<file path="config.mk">
export PLATFORM = sky130hd
export DESIGN_NAME = baud_gen_frac
export DESIGN_NICKNAME = d
export VERILOG_FILES = /design/src/rtl/baud_gen_frac.sv
export SDC_FILE = /design/constraint.sdc
export NUM_CORES = 1
export LEC_CHECK = 0
export ABC_AREA = 1
export ABC_CLOCK_PERIOD_IN_PS = 2900
export BUFFER_PORTS_ARGS = -buffer_cell sky130_fd_sc_hd__buf_2
export CAP_MARGIN = 40
export CORE_AREA = 2 2 74 76
export DETAILED_ROUTE_END_ITERATION = 10
export DIE_AREA = 0 0 76 78
export GPL_TIMING_DRIVEN = 0
export PLACE_DENSITY = 0.77
export SYNTH_ARGS = -nofsm -noshare
export SYNTH_HDL_FRONTEND = slang
export SYNTH_SLANG_ARGS = --single-unit
</file>
<file path="constraint.sdc">
create_clock -name clk -period 2.9 [get_ports clk]
set_clock_uncertainty 0.1 [all_clocks]
set_input_delay 0.435 -clock clk [delete_from_list [all_inputs] [get_ports clk]]
set_output_delay 0.435 -clock clk [all_outputs]
set_load 0.05 [all_outputs]
</file>
<file path="src/rtl/baud_gen_frac.sv">
// Fractional-N baud generator: oversample ticks every act_int(+carry) clocks,
// with bit-period and bit-centre strobes derived from the oversample phase.
module baud_gen_frac #(
   parameter int unsigned clk_freq   = 50000000,
   parameter int unsigned baud_rate  = 9600,
   parameter int unsigned OVERSAMPLE = 16,
   parameter int unsigned DIV_W      = 16,
   parameter int unsigned FRAC_W     = 4
) (
   input  logic                          clk,
   input  logic                          rst_n,
   input  logic                          enable,
   input  logic                          div_load,
   input  logic [DIV_W-1:0]              div_int,
   input  logic [FRAC_W-1:0]             div_frac,
   output logic                          os_tick,
   output logic                          baud_tick,
   output logic                          mid_tick,
   output logic [$clog2(OVERSAMPLE)-1:0] os_phase
);

   localparam int unsigned PH_W = $clog2(OVERSAMPLE);

   // Reset divisor computed at elaboration in 64 bits to avoid overflow.
   localparam logic [63:0] DEN        = 64'(baud_rate) * 64'(OVERSAMPLE);
   localparam logic [63:0] DEF_INT_W  = 64'(clk_freq) / DEN;
   localparam logic [63:0] DEF_FRAC_W = (64'(clk_freq) << FRAC_W) / DEN;
   localparam logic [DIV_W-1:0]  DEF_INT  = DEF_INT_W[DIV_W-1:0];
   localparam logic [FRAC_W-1:0] DEF_FRAC = DEF_FRAC_W[FRAC_W-1:0];

   localparam logic [PH_W-1:0] LAST_PH = PH_W'(OVERSAMPLE - 1);
   localparam logic [PH_W-1:0] MID_PH  = PH_W'(OVERSAMPLE / 2 - 1);

   logic [DIV_W-1:0]  act_int;
   logic [DIV_W-1:0]  eff_int;
   logic [FRAC_W-1:0] act_frac;
   logic [FRAC_W-1:0] acc;
   logic [FRAC_W:0]   acc_sum;
   logic [DIV_W:0]    cnt;
   logic [DIV_W:0]    last;
   logic              c;
   logic              hit;

   always_comb begin
      eff_int = (act_int < DIV_W'(2)) ? DIV_W'(2) : act_int;
      last    = {1'b0, eff_int} + {{DIV_W{1'b0}}, c} - (DIV_W+1)'(1);
      hit     = (cnt == last);
      acc_sum = {1'b0, acc} + {1'b0, act_frac};
   end

   always_ff @(posedge clk or negedge rst_n) begin
      if (!rst_n) begin
         act_int   <= DEF_INT;
         act_frac  <= DEF_FRAC;
         cnt       <= '0;
         acc       <= '0;
         c         <= 1'b0;
         os_phase  <= '0;
         os_tick   <= 1'b0;
         baud_tick <= 1'b0;
         mid_tick  <= 1'b0;
      end else if (div_load) begin
         // A load wins over any tick due this cycle; the period restarts from zero.
         act_int   <= div_int;
         act_frac  <= div_frac;
         cnt       <= '0;
         acc       <= '0;
         c         <= 1'b0;
         os_phase  <= '0;
         os_tick   <= 1'b0;
         baud_tick <= 1'b0;
         mid_tick  <= 1'b0;
      end else if (!enable) begin
         cnt       <= '0;
         acc       <= '0;
         c         <= 1'b0;
         os_phase  <= '0;
         os_tick   <= 1'b0;
         baud_tick <= 1'b0;
         mid_tick  <= 1'b0;
      end else begin
         os_tick   <= hit;
         baud_tick <= hit && (os_phase == LAST_PH);
         mid_tick  <= hit && (os_phase == MID_PH);
         if (hit) begin
            cnt      <= '0;
            acc      <= acc_sum[FRAC_W-1:0];
            c        <= acc_sum[FRAC_W];
            os_phase <= os_phase + PH_W'(1);
         end else begin
            cnt <= cnt + (DIV_W+1)'(1);
         end
      end
   end

endmodule

</file>
**Yosys cells after proc, flatten, opt, wreduce, memory -nomap -nowiden**

Cells that the tools add are included.

- Register bits after elaboration: 49
- Bits of input ports: 24
- Output and inout bits: 7

- $add $sub $neg: 5
- $lt $le $gt $ge: 1
- Eq/ne operators: 4
- Muxes and demuxes: 19
- Reductions and logical operators: 2

Operators with widths:

| operator | count |
|---|---|
| two-way mux 17 bit | 3 |
| two-way mux 4 bit | 6 |
| adder 16 x 1 -> 17 bit | 1 |
| adder 17 x 1 -> 17 bit, second input constant | 1 |
| equality test 17 bit | 1 |
| subtractor 17 x 1 -> 17 bit, second input constant | 1 |
| < comparator 16 x 2 -> 1 bit, second input constant | 1 |
| two-way mux 16 bit | 1 |
| two-way mux 1 bit | 9 |
| adder 4 x 4 -> 5 bit | 1 |
| adder 4 x 1 -> 4 bit, second input constant | 1 |
| equality test 4 x 3 -> 1 bit, second input constant | 1 |
| equality test 4 bit, second input constant | 1 |
| != test 3 x 1 -> 1 bit, second input constant | 1 |
| logical AND 1 bit | 2 |

**Logic depth before layout (Yosys ltp)**

- Word-level depth: 8
- Depth in mapped cells: 23

**Least setup slack after synthesis**

Ideal clock, no wire load.

- Path kind: flip-flop to flip-flop
- Start: reg act_int[2]
- End: reg os_phase[2]
- Setup time: 0.119 ns
- Data arrival time: 2.463 ns
- Slack: 0.218 ns
- Stages on the path, launching flop included: 21
- Clock period less this slack: 2.682 ns
- Cells stage by stage: dfstp_2 -> nor2_2 -> nand2_2 -> nor2_4 -> nand2_4 -> nand2_1 -> ha_1 -> ha_1 -> xor2_1 -> nand2_1 -> nor2_1 -> nand3_1 -> nor2_1 -> nand3_1 -> nor2_1 -> nand2_1 -> nor2_2 -> nand3_2 -> buf_2 -> nand3_1 -> nand2_1

- Longest elaborated chain between the ends: 6

RTL lines:

| item | line | source |
|---|---|---|
| start: declaration | 34 | `logic [DIV_W-1:0] act_int;` |
| start signal: assignment | 64 | `act_int <= div_int;` |
| < comparator 16 x 2 -> 1 bit | 45 | `eff_int = (act_int < DIV_W'(2)) ? DIV_W'(2) : act_int;` |
| two-way mux 16 bit * | 45 |  |
| adder 16 x 1 -> 17 bit * | 46 | `last = {1'b0, eff_int} + {{DIV_W{1'b0}}, c} - (DIV_W+1)'(1);` |
| subtractor 17 x 1 -> 17 bit * | 46 |  |
| equality test 17 bit * | 47 | `hit = (cnt == last);` |
| != test 3 x 1 -> 1 bit (no line) * | - |  |
| end signal: assignment | 89 | `os_phase <= os_phase + PH_W'(1);` |
| end: declaration | 19 | `output logic [$clog2(OVERSAMPLE)-1:0] os_phase` |

Mark *: on every way between the ends. The rest lies on a longest branch, timed or not.
A chain may end at the register's enable or synchronous reset.

**Worst setup path in the final report**

- Start: reg act_int[3]
- End: reg os_phase[3]

The elaborated chain is that of the path after synthesis.

==> summary.md <==
| Metric | Value |
|---|---|
| Distinct cells, synth | 30 |
| H-tree Lvls | 2 |
| Grt ovf | 0 |
| Worst R2R Path Depth | 18 |
| # port buffers | 29 |
| Wl on met1 | 2910 µm |
| Min Clock Period, post-route | 2.83 ns |
| Sink Count | 49 |
| Die width | 76 µm |
| Cell Rows | 26 |
| Clock Latency Late Sink | 0.32 ns |
| Fin crit share | 0.974 |
| CTS max path bufs | 2 |
| Wire length of the first global-routing pass | 10800 µm |
| Final core occ | 0.714 |
| CP Data Arrival Time | 3.00 ns |
| Inserted Clock Buffers | 5 |
| CTS tree | done |
| Share of the synthesized area in the top cell type | 0.380 |
| Leading post-synthesis cells by cell area | dfrtp_1 (38%), nand2_1 (11%), nor2_1 (6.7%), nand3_1 (6.4%), mux2_2 (5.1%) |
| Number of global-route vias before repair | 2399 |
| Floorplan Core Area | 5040 µm² |
| Slew Limit Fails | 0 |
| Setup crit start kind | register |
| Routed wl met2 | 3400 µm |
| Hold depth | 3 |
| CP Capture Type | register |
| Initial Util | 0.574 |
| Post-Synthesis Cells | 358 |
| WL met3 | 319 µm |
| Worst EP required | 3.07 ns |
| IO Count | 31 |
| Yosys reg bits | 49 |
| Power per cell area | 447 nW/µm² |
| Post-DP Area | 3150 µm² |
| Setup violations, final | 0 |
| Max-slew headroom | 0.551 |
| Antenna violations before repair | 0 |
| Layout area overhead | 24.3% |
| Final non-filler cell area | 3600 µm² |
| First-pass DRT Iterations | 4 |
| Avg WL per Cell | 13.8 µm |
| Warnings from Yosys | 0 |
| Clk root buf | clkbuf_8 |
| DR vias | 2533 |
| Final ANT Viol Nets | 0 |
| Max-cap violations | 0 |
| HP Class | in2reg |
| Seq/Total Area, Yosys | 0.425 |
| Cell Area, Synth | 2900 µm² |
| DRT iter0 DRCs | 108 |
| Final wirelength | 6780 µm |
| Synth area leader | dfrtp_1 |
| Leak Pwr | 0.00168 µW |
| Worst slew pin tran | 0.674 ns |
| Largest net degree at the start of global routing | 33 |
| Inserted Diodes | 0 |
| RSZ-0062 raised after global routing | yes |
| Via/cell ratio | 5.17 |
| Share of cells above drive strength 1 | 0.300 |
| Die ar. | 5930 µm² |
| Max Clk Rate | 0.354 GHz |
| Syn nets | 391 |
| Gr usage total | 0.232 |
| Final Wtd Congestion | 0.832 |
| NumNets Final | 452 |
| Average cell area after synthesis | 8.09 µm² |
| Outcome | finished, final reports clean |
| Die Ht | 78 µm |
| Worst-path clk slew | 0.11 ns |
| Hold Vio Cnt, Final | 0 |
| Crit path kind | reg2reg |
| Worst vdd ir | 283 µV |
| Dpl hpwl | 4510 µm |
| Worst-path fanout max | 7 |
| Top layer in use | met4 |
| # DRC | 0 |
| R2R setup slack | 0.07 ns |
cell usage in the layout, fill, tap and decap left out, types with 3 or more instances in the layout:
cell,synthesis,layout
nand2_1,83,79
dfrtp_1,44,41
nor2_1,52,39
nand3_1,37,37
inv_1,35,34
buf_2,1,30
buf_4,1,20
nor2_2,4,14
mux2_2,13,13
xor2_1,14,12
xnor2_1,11,11
o21ai_0,11,10
nor3_1,9,7
nor2_4,3,6
nand2_2,3,6
ha_1,8,6
clkbuf_1,5,5
buf_6,1,5
dfstp_2,5,5
clkbuf_8,0,5
a21oi_1,4,3
nand4_1,3,3
dfrtp_2,0,3
power by group:
part	total, µW	switching [µW]	internal, µW
sequential	764	38.9	725
clock	528	264	264
combinational	317	172	145
total	1610	475	1130
timing repair:
item	in CTS	in global routing
hold buffers	1	0
setup endpoints to repair	26	29
endpoints found under the hold margin	14	0
cloned	2	1
pin swaps	3	17
gates resized for setup	14	30
setup buffers	9	11
Yosys cell counts (all sizes together):
cell,number
nand2,88
nor2,59
dfrtp,44
nand3,38
inv,35
xor2,14
mux2,13
o21ai,12
xnor2,11
nor3,9
ha,8
clkbuf,5
dfstp,5
a21oi,4
nand4,4
buf,3
o21bai,2
fa,1
nor3b,1
nor4,1
or2,1
final timing paths:
path | from | endpoint
worst min-delay path | div_int[1] | act_int[1]
worst max register to register | act_int[3] | os_phase[3]
max in group asynchronous | rst_n | act_frac[3]
worst max-delay path | act_int[3] | os_phase[3]
worst min register to register | os_phase[3] | mid_tick
min in group asynchronous | rst_n | cnt[13]
kinds of logic (layout without fill, tap and decap cells):
group                    after synthesis  in the layout  share of synthesized area
XOR/XNOR                              25             25                     0.0756
AO/OA/AOI/OAI                         18             18                     0.0328
flip-flops                            49             49                      0.425
buffers and inverters                 43            105                     0.0600
AND/OR/NAND/NOR                      201            201                      0.314
multiplexers                          13             13                     0.0505
adder cells (fa/ha/maj)                9              9                     0.0415
per-layer routing:
metal / GRT usage / vias to the layer above
met1: 0.295 / 1192
met5: 0 / -
li1: - / 1261
met4: 0.0982 / 0
met2: 0.393 / 66
met3: 0.0407 / 14
cell type report:
| cell class | count | area (µm²) |
|---|---|---|
| multi-input combinational | 266 | 1620 |
| tap | 70 | 87.6 |
| fill | 385 | 1440 |
| buffer | 8 | 52.6 |
| clock buffer | 5 | 68.8 |
| clock inverter | 3 | 47.5 |
| sequential | 49 | 1240 |
| timing repair buffer | 54 | 353 |
| inverter | 35 | 131 |
critical path, cell delays in order, from the launching register on:
cell and delay [ns]:
dfrtp_1 0.46, nor2_4 0.16, nand2_2 0.07, nor2_4 0.11
nand2_4 0.07, nand2_4 0.06, ha_4 0.15, nor3b_4 0.34
nand4_2 0.19, nor2_2 0.15, nand3_1 0.08, nand2_1 0.08
nand2_1 0.09, nor2_4 0.14, nand3_4 0.13, nand2_8 0.14
buf_6 0.14, nand2_2 0.04, nand2_1 0.07
through the flow:
step	cells	total power [µW]	hold slack [ns]	worst slack (ns)	setup TNS, ns
after floorplan	358	945	0.0394	0.218	0
after global placement	457	1010	0.391	-0.122	-2.69
after detailed placement	458	1020	0.293	-0.130	-2.76
after CTS	478	1570	0.226	0.00641	0
after global routing	490	1690	0.232	-0.163	-3.61
final	490	1610	0.227	0.0746	0
sequential cells by signal (all words and copies together) (netlist names):
signal     flops
cnt           17
act_int       16
acc            4
act_frac       4
os_phase       4
baud_tick      1
c              1
mid_tick       1
os_tick        1
(Power assumes the default switching activity.)
